===== config.mk =====
export PLATFORM = sky130hd
export DESIGN_NAME = fifo_uart_tx
export DESIGN_NICKNAME = d
export VERILOG_FILES = /design/src/rtl/fifo_uart_tx.sv
export SDC_FILE = /design/constraint.sdc
export NUM_CORES = 1
export LEC_CHECK = 0
export ABC_AREA = 1
export BUFFER_PORTS_ARGS = -buffer_cell sky130_fd_sc_hd__clkbuf_2
export CAP_MARGIN = 20
export CORE_MARGIN = 8
export CORE_UTILIZATION = 40
export DETAILED_ROUTE_END_ITERATION = 6
export GPL_ROUTABILITY_DRIVEN = 0
export PLACE_DENSITY = 0.6
export SYNTH_ARGS = -nofsm -noshare
export SYNTH_HDL_FRONTEND = slang
export SYNTH_SLANG_ARGS = --single-unit

===== constraint.sdc =====
create_clock -name clk -period 4.2 [get_ports clk]
set_input_delay 0.21 -clock clk [delete_from_list [all_inputs] [get_ports clk]]
set_output_delay 0.21 -clock clk [all_outputs]
set_load 0.1 [all_outputs]

===== src/rtl/fifo_uart_tx.sv =====
// UART transmitter that drains a sync_fifo read port: one pop per frame,
// start bit, LSB-first data, optional even parity, one stop bit.
module fifo_uart_tx #(
  parameter int unsigned WIDTH        = 8,
  parameter int unsigned CLKS_PER_BIT = 16,
  parameter int unsigned PARITY_EN    = 0
) (
  input  logic             clk,
  input  logic             rst,
  input  logic             en,
  input  logic             fifo_empty,
  input  logic [WIDTH-1:0] fifo_rdata,
  output logic             fifo_rd_en,
  output logic             tx,
  output logic             busy,
  output logic             tx_done
);

  localparam int unsigned BAUD_W = $clog2(CLKS_PER_BIT);
  localparam int unsigned BIT_W  = $clog2(WIDTH) + 1;

  localparam logic [BAUD_W-1:0] BAUD_LAST = BAUD_W'(CLKS_PER_BIT - 1);
  localparam logic [BAUD_W-1:0] BAUD_PRE  = BAUD_W'(CLKS_PER_BIT - 2);
  localparam logic [BIT_W-1:0]  BIT_LAST  = BIT_W'(WIDTH - 1);

  typedef enum logic [2:0] {
    S_IDLE, S_FETCH, S_LOAD, S_START, S_DATA, S_PARITY, S_STOP
  } state_t;

  state_t            state;
  logic [WIDTH-1:0]  shift;
  logic              parity;
  logic [BAUD_W-1:0] baud_cnt;
  logic [BIT_W-1:0]  bit_cnt;

  // Every output is loaded with the value it must show in the state being entered.
  always_ff @(posedge clk) begin
    if (rst) begin
      state      <= S_IDLE;
      shift      <= '0;
      parity     <= 1'b0;
      baud_cnt   <= '0;
      bit_cnt    <= '0;
      tx         <= 1'b1;
      fifo_rd_en <= 1'b0;
      busy       <= 1'b0;
      tx_done    <= 1'b0;
    end else begin
      fifo_rd_en <= 1'b0;
      tx_done    <= 1'b0;
      case (state)
        S_IDLE: begin
          tx   <= 1'b1;
          busy <= 1'b0;
          if (en && !fifo_empty) begin
            state      <= S_FETCH;
            fifo_rd_en <= 1'b1;
            busy       <= 1'b1;
          end
        end
        S_FETCH: state <= S_LOAD;
        S_LOAD: begin
          shift    <= fifo_rdata;
          parity   <= ^fifo_rdata;
          baud_cnt <= '0;
          bit_cnt  <= '0;
          tx       <= 1'b0;
          state    <= S_START;
        end
        S_START: begin
          if (baud_cnt == BAUD_LAST) begin
            baud_cnt <= '0;
            tx       <= shift[0];
            state    <= S_DATA;
          end else begin
            baud_cnt <= baud_cnt + BAUD_W'(1);
          end
        end
        S_DATA: begin
          if (baud_cnt == BAUD_LAST) begin
            baud_cnt <= '0;
            shift    <= shift >> 1;
            if (bit_cnt == BIT_LAST) begin
              bit_cnt <= '0;
              if (PARITY_EN != 0) begin
                tx    <= parity;
                state <= S_PARITY;
              end else begin
                tx    <= 1'b1;
                state <= S_STOP;
              end
            end else begin
              bit_cnt <= bit_cnt + BIT_W'(1);
              tx      <= shift[1];
            end
          end else begin
            baud_cnt <= baud_cnt + BAUD_W'(1);
          end
        end
        S_PARITY: begin
          if (baud_cnt == BAUD_LAST) begin
            baud_cnt <= '0;
            tx       <= 1'b1;
            state    <= S_STOP;
          end else begin
            baud_cnt <= baud_cnt + BAUD_W'(1);
          end
        end
        S_STOP: begin
          if (baud_cnt == BAUD_LAST) begin
            baud_cnt <= '0;
            busy     <= 1'b0;
            state    <= S_IDLE;
          end else begin
            baud_cnt <= baud_cnt + BAUD_W'(1);
            // Raised one edge early so the pulse lands on the last stop cycle.
            if (baud_cnt == BAUD_PRE) tx_done <= 1'b1;
          end
        end
        default: state <= S_IDLE;
      endcase
    end
  end

endmodule


==> flow_metrics.py <==
metrics = {
    "outcome": {
        "outcome": "finished clean",
    },
    "grt": {
        "grt_first_pass_wirelength_um": 5240,
        "grt_max_degree": 16,
        "grt_pass1_vias": 1228,
        "antenna_found_initial": 0,
        "grtUsageTotal_pct": 12.0,
        "grt.overflow.total": 0,
    },
    "cts": {
        "path_clk_slew_ns": 0.13,
        "htree_num_levels": 1,
        "ctsResizeCount": 0,
        "post_cts_buffers": 0,
        "cts_made_buffers": 3,
        "cts_hold_buf": 0,
        "clk_path_buf_depth": 2,
        "cts_tree": "done",
        "clockRootBuffer": "clkbuf_4",
        "clock_sinks": 23,
        "clkLatencyLatePin_ns": 0.31,
    },
    "worst_hold_path": {
        "hold_class": "input pin to flop",
    },
    "pwr": {
        "internal_power_mw": 0.428,
        "power.switching_mw": 0.403,
        "power_density_nw_per_um2": 583,
        "ir_drop_uv": 182,
        "seqPwrFrac_pct": 38.7,
        "p_leak_nw": 0.673,
        "p_clk_share_pct": 12.4,
        "pwr-share-comb_pct": 48.8,
        "switching_share_pct": 48.5,
    },
    "floorplan": {
        "rows": 21,
        "io_pins": 16,
        "die_area_um2": 5370,
        "start_util_pct": 40.6,
        "die_width_um": 73.3,
        "core_um2": 3230,
        "die_y_um": 73.3,
    },
    "place": {
        "dp.final_hpwl_um": 2240,
        "placed_cell_area_um2": 1400,
        "io_buffers": 15,
        "dpl.cell_count": 243,
    },
    "synth": {
        "syn_area_um2": 1310,
        "avgSynthCellArea_um2": 6.98,
        "syn_inst": 188,
        "synth_fp_nets": 205,
        "ys_ff_latch": 23,
        "yosys_warnings": 0,
        "synth.yosys.seq_area_share_pct": 35.1,
        "synth.distinct_cells": 23,
    },
    "layout": {
        "drive_gt1_share_pct": 13.4,
        "fin_area_um2": 1430,
        "nFillCells": 379,
        "n_antenna_cell": 0,
        "nets": 219,
        "instances_no_fill": 247,
        "syn_to_final_growth_pct": 8.58,
    },
    "critical_path": {
        "r2r-end": "state[0]$_SDFFE_PP0P_",
        "r2r-start": "state[2]$_SDFFE_PP0P_",
        "rrSetupSlack_ns": 2.53,
        "start_kind": "flop",
        "cp-startpoint": "state[2]$_SDFFE_PP0P_",
        "crit_arrival_ns": 1.88,
        "endpoint_kind": "flop",
        "endpoint": "state[0]$_SDFFE_PP0P_",
        "crit_type": "flop to flop",
        "worst-r2r-cell-count": 7,
        "critPathMaxFanout": 11,
        "required_ns": 4.41,
    },
    "route": {
        "vias": 1207,
        "ant_nets": 0,
        "firstDrtPassIters": 4,
        "via_per_inst": 4.89,
        "drtIter0Drc": 68,
        "wl_per_cell_um": 11.5,
        "drc_errors": 0,
        "routed_wl_um": 2850,
    },
    "sta": {
        "setup_viol": 0,
        "max_freq_mhz": 599,
        "tightest_slew_ns": 0.543,
        "hold_viol_final": 0,
        "finalCritPeriodShare_pct": 39.7,
        "holdWs_ns": 0.131,
        "slew_violations": 0,
        "setup_tns_ns": 0,
        "finalClockSkew_ns": 0.0100,
        "period_minus_slack_ns": 1.67,
        "rsz0062_at_grt": "false",
        "slew_headroom_pct": 63.9,
    },
    "flow_run": {
        "drv_cap": 0,
    },
}
-- critical path: stages, from the launching register on --
cell,delay [ns]
dfxtp_1,0.62
inv_1,0.25
nand3_1,0.13
nand2_1,0.06
nand2_1,0.13
nand3_1,0.16
o21ai_0,0.17
inv_1,0.05
-- cells in the mapped netlist (all sizes together) --
master | n | area (um2)
ha | 5 | 62.6
nand3 | 19 | 108
buf | 4 | 38.8
o211a | 1 | 10.0
inv | 22 | 85.1
xnor2 | 1 | 8.76
nand2 | 50 | 203
xor2 | 2 | 17.5
o22ai | 1 | 6.26
nor2 | 17 | 86.3
a21oi | 15 | 75.1
dfxtp | 23 | 460
nand3b | 1 | 7.51
clkbuf | 2 | 7.51
o21ai | 19 | 106
nor3 | 6 | 30.0
-- how the worst min path moves through the flow --
stage                                from                    end  slack, ns  cells past startpoint
floorplan                   fifo_rdata[7]  shift[7]$_SDFFE_PP0P_       0.36                      2
global placement    shift[6]$_SDFFE_PP0P_  shift[6]$_SDFFE_PP0P_       0.44                      2
detailed placement  shift[4]$_SDFFE_PP0P_  shift[4]$_SDFFE_PP0P_       0.44                      2
CTS                         fifo_rdata[7]  shift[7]$_SDFFE_PP0P_       0.11                      3
global route                fifo_rdata[7]  shift[7]$_SDFFE_PP0P_       0.13                      3
finish                      fifo_rdata[7]  shift[7]$_SDFFE_PP0P_       0.13                      3
-- stage by stage --
step           total power [mW]  util [%]  setup slack, ns
3_3_place_gp              0.725      43.3             2.62
2_1_floorplan             0.672         -             2.85
3_5_place_dp              0.733      43.3             2.56
6_report                  0.830      44.1             2.53
4_1_cts                   0.840      44.1             2.55
5_1_grt                   0.912      44.1             2.32
-- flip-flops by register name, indices dropped and copies added, names as in the netlist --
name and flops:
fifo_rd_en 1, tx 1, baud_cnt 4, busy 1, shift 8, bit_cnt 4, state 3, tx_done 1
-- cell usage in the layout (no fill, tap or decap), drive strengths merged --
cell and n:
a21oi 15, clkbuf 19, dfxtp 23, ha 5, inv 22, nand2 50, nand3 19, nand3b 1
nor2 17, nor3 6, o211a 1, o21ai 19, o22ai 1, xnor2 1, xor2 2
-- power groups by stage --
stage / Clock (mW) / Combinational, mW / Sequential (mW)
2_1_floorplan: 0 / 0.303 / 0.369
3_3_place_gp: 0 / 0.401 / 0.324
3_5_place_dp: 0 / 0.406 / 0.327
4_1_cts: 0.110 / 0.408 / 0.322
5_1_grt: 0.117 / 0.464 / 0.331
6_report: 0.103 / 0.405 / 0.321
-- routing by layer --
layer	routed length [um]	global-route usage, %	vias up
met1	1330	13.1	556
met3	99	2.46	2
li1	-	-	630
met2	1400	21.8	19
met5	0	0	-
met4	23	4.67	0
-- area by class of cell --
cell class	count	area (um2)	area share, %
multi-input combinational	137	721	50.6
inverter	22	85.1	5.97
clock buffer	4	26.3	1.84
timing repair buffer	15	75.1	5.27
sequential	23	460	32.3
tap	46	57.6	4.04
-- logic make-up (layout without fill, tap and decap cells) --
kind of cell | count (synthesis) | count (layout) | share of synthesized area [%]
buf+inv | 28 | 41 | 10.0
compound gates | 36 | 36 | 15.1
simple gates | 93 | 93 | 33.1
xor+xnor | 3 | 3 | 2.00
flops | 23 | 23 | 35.1
fa+ha+maj | 5 | 5 | 4.77
Power figures use the tool's default switching activity.
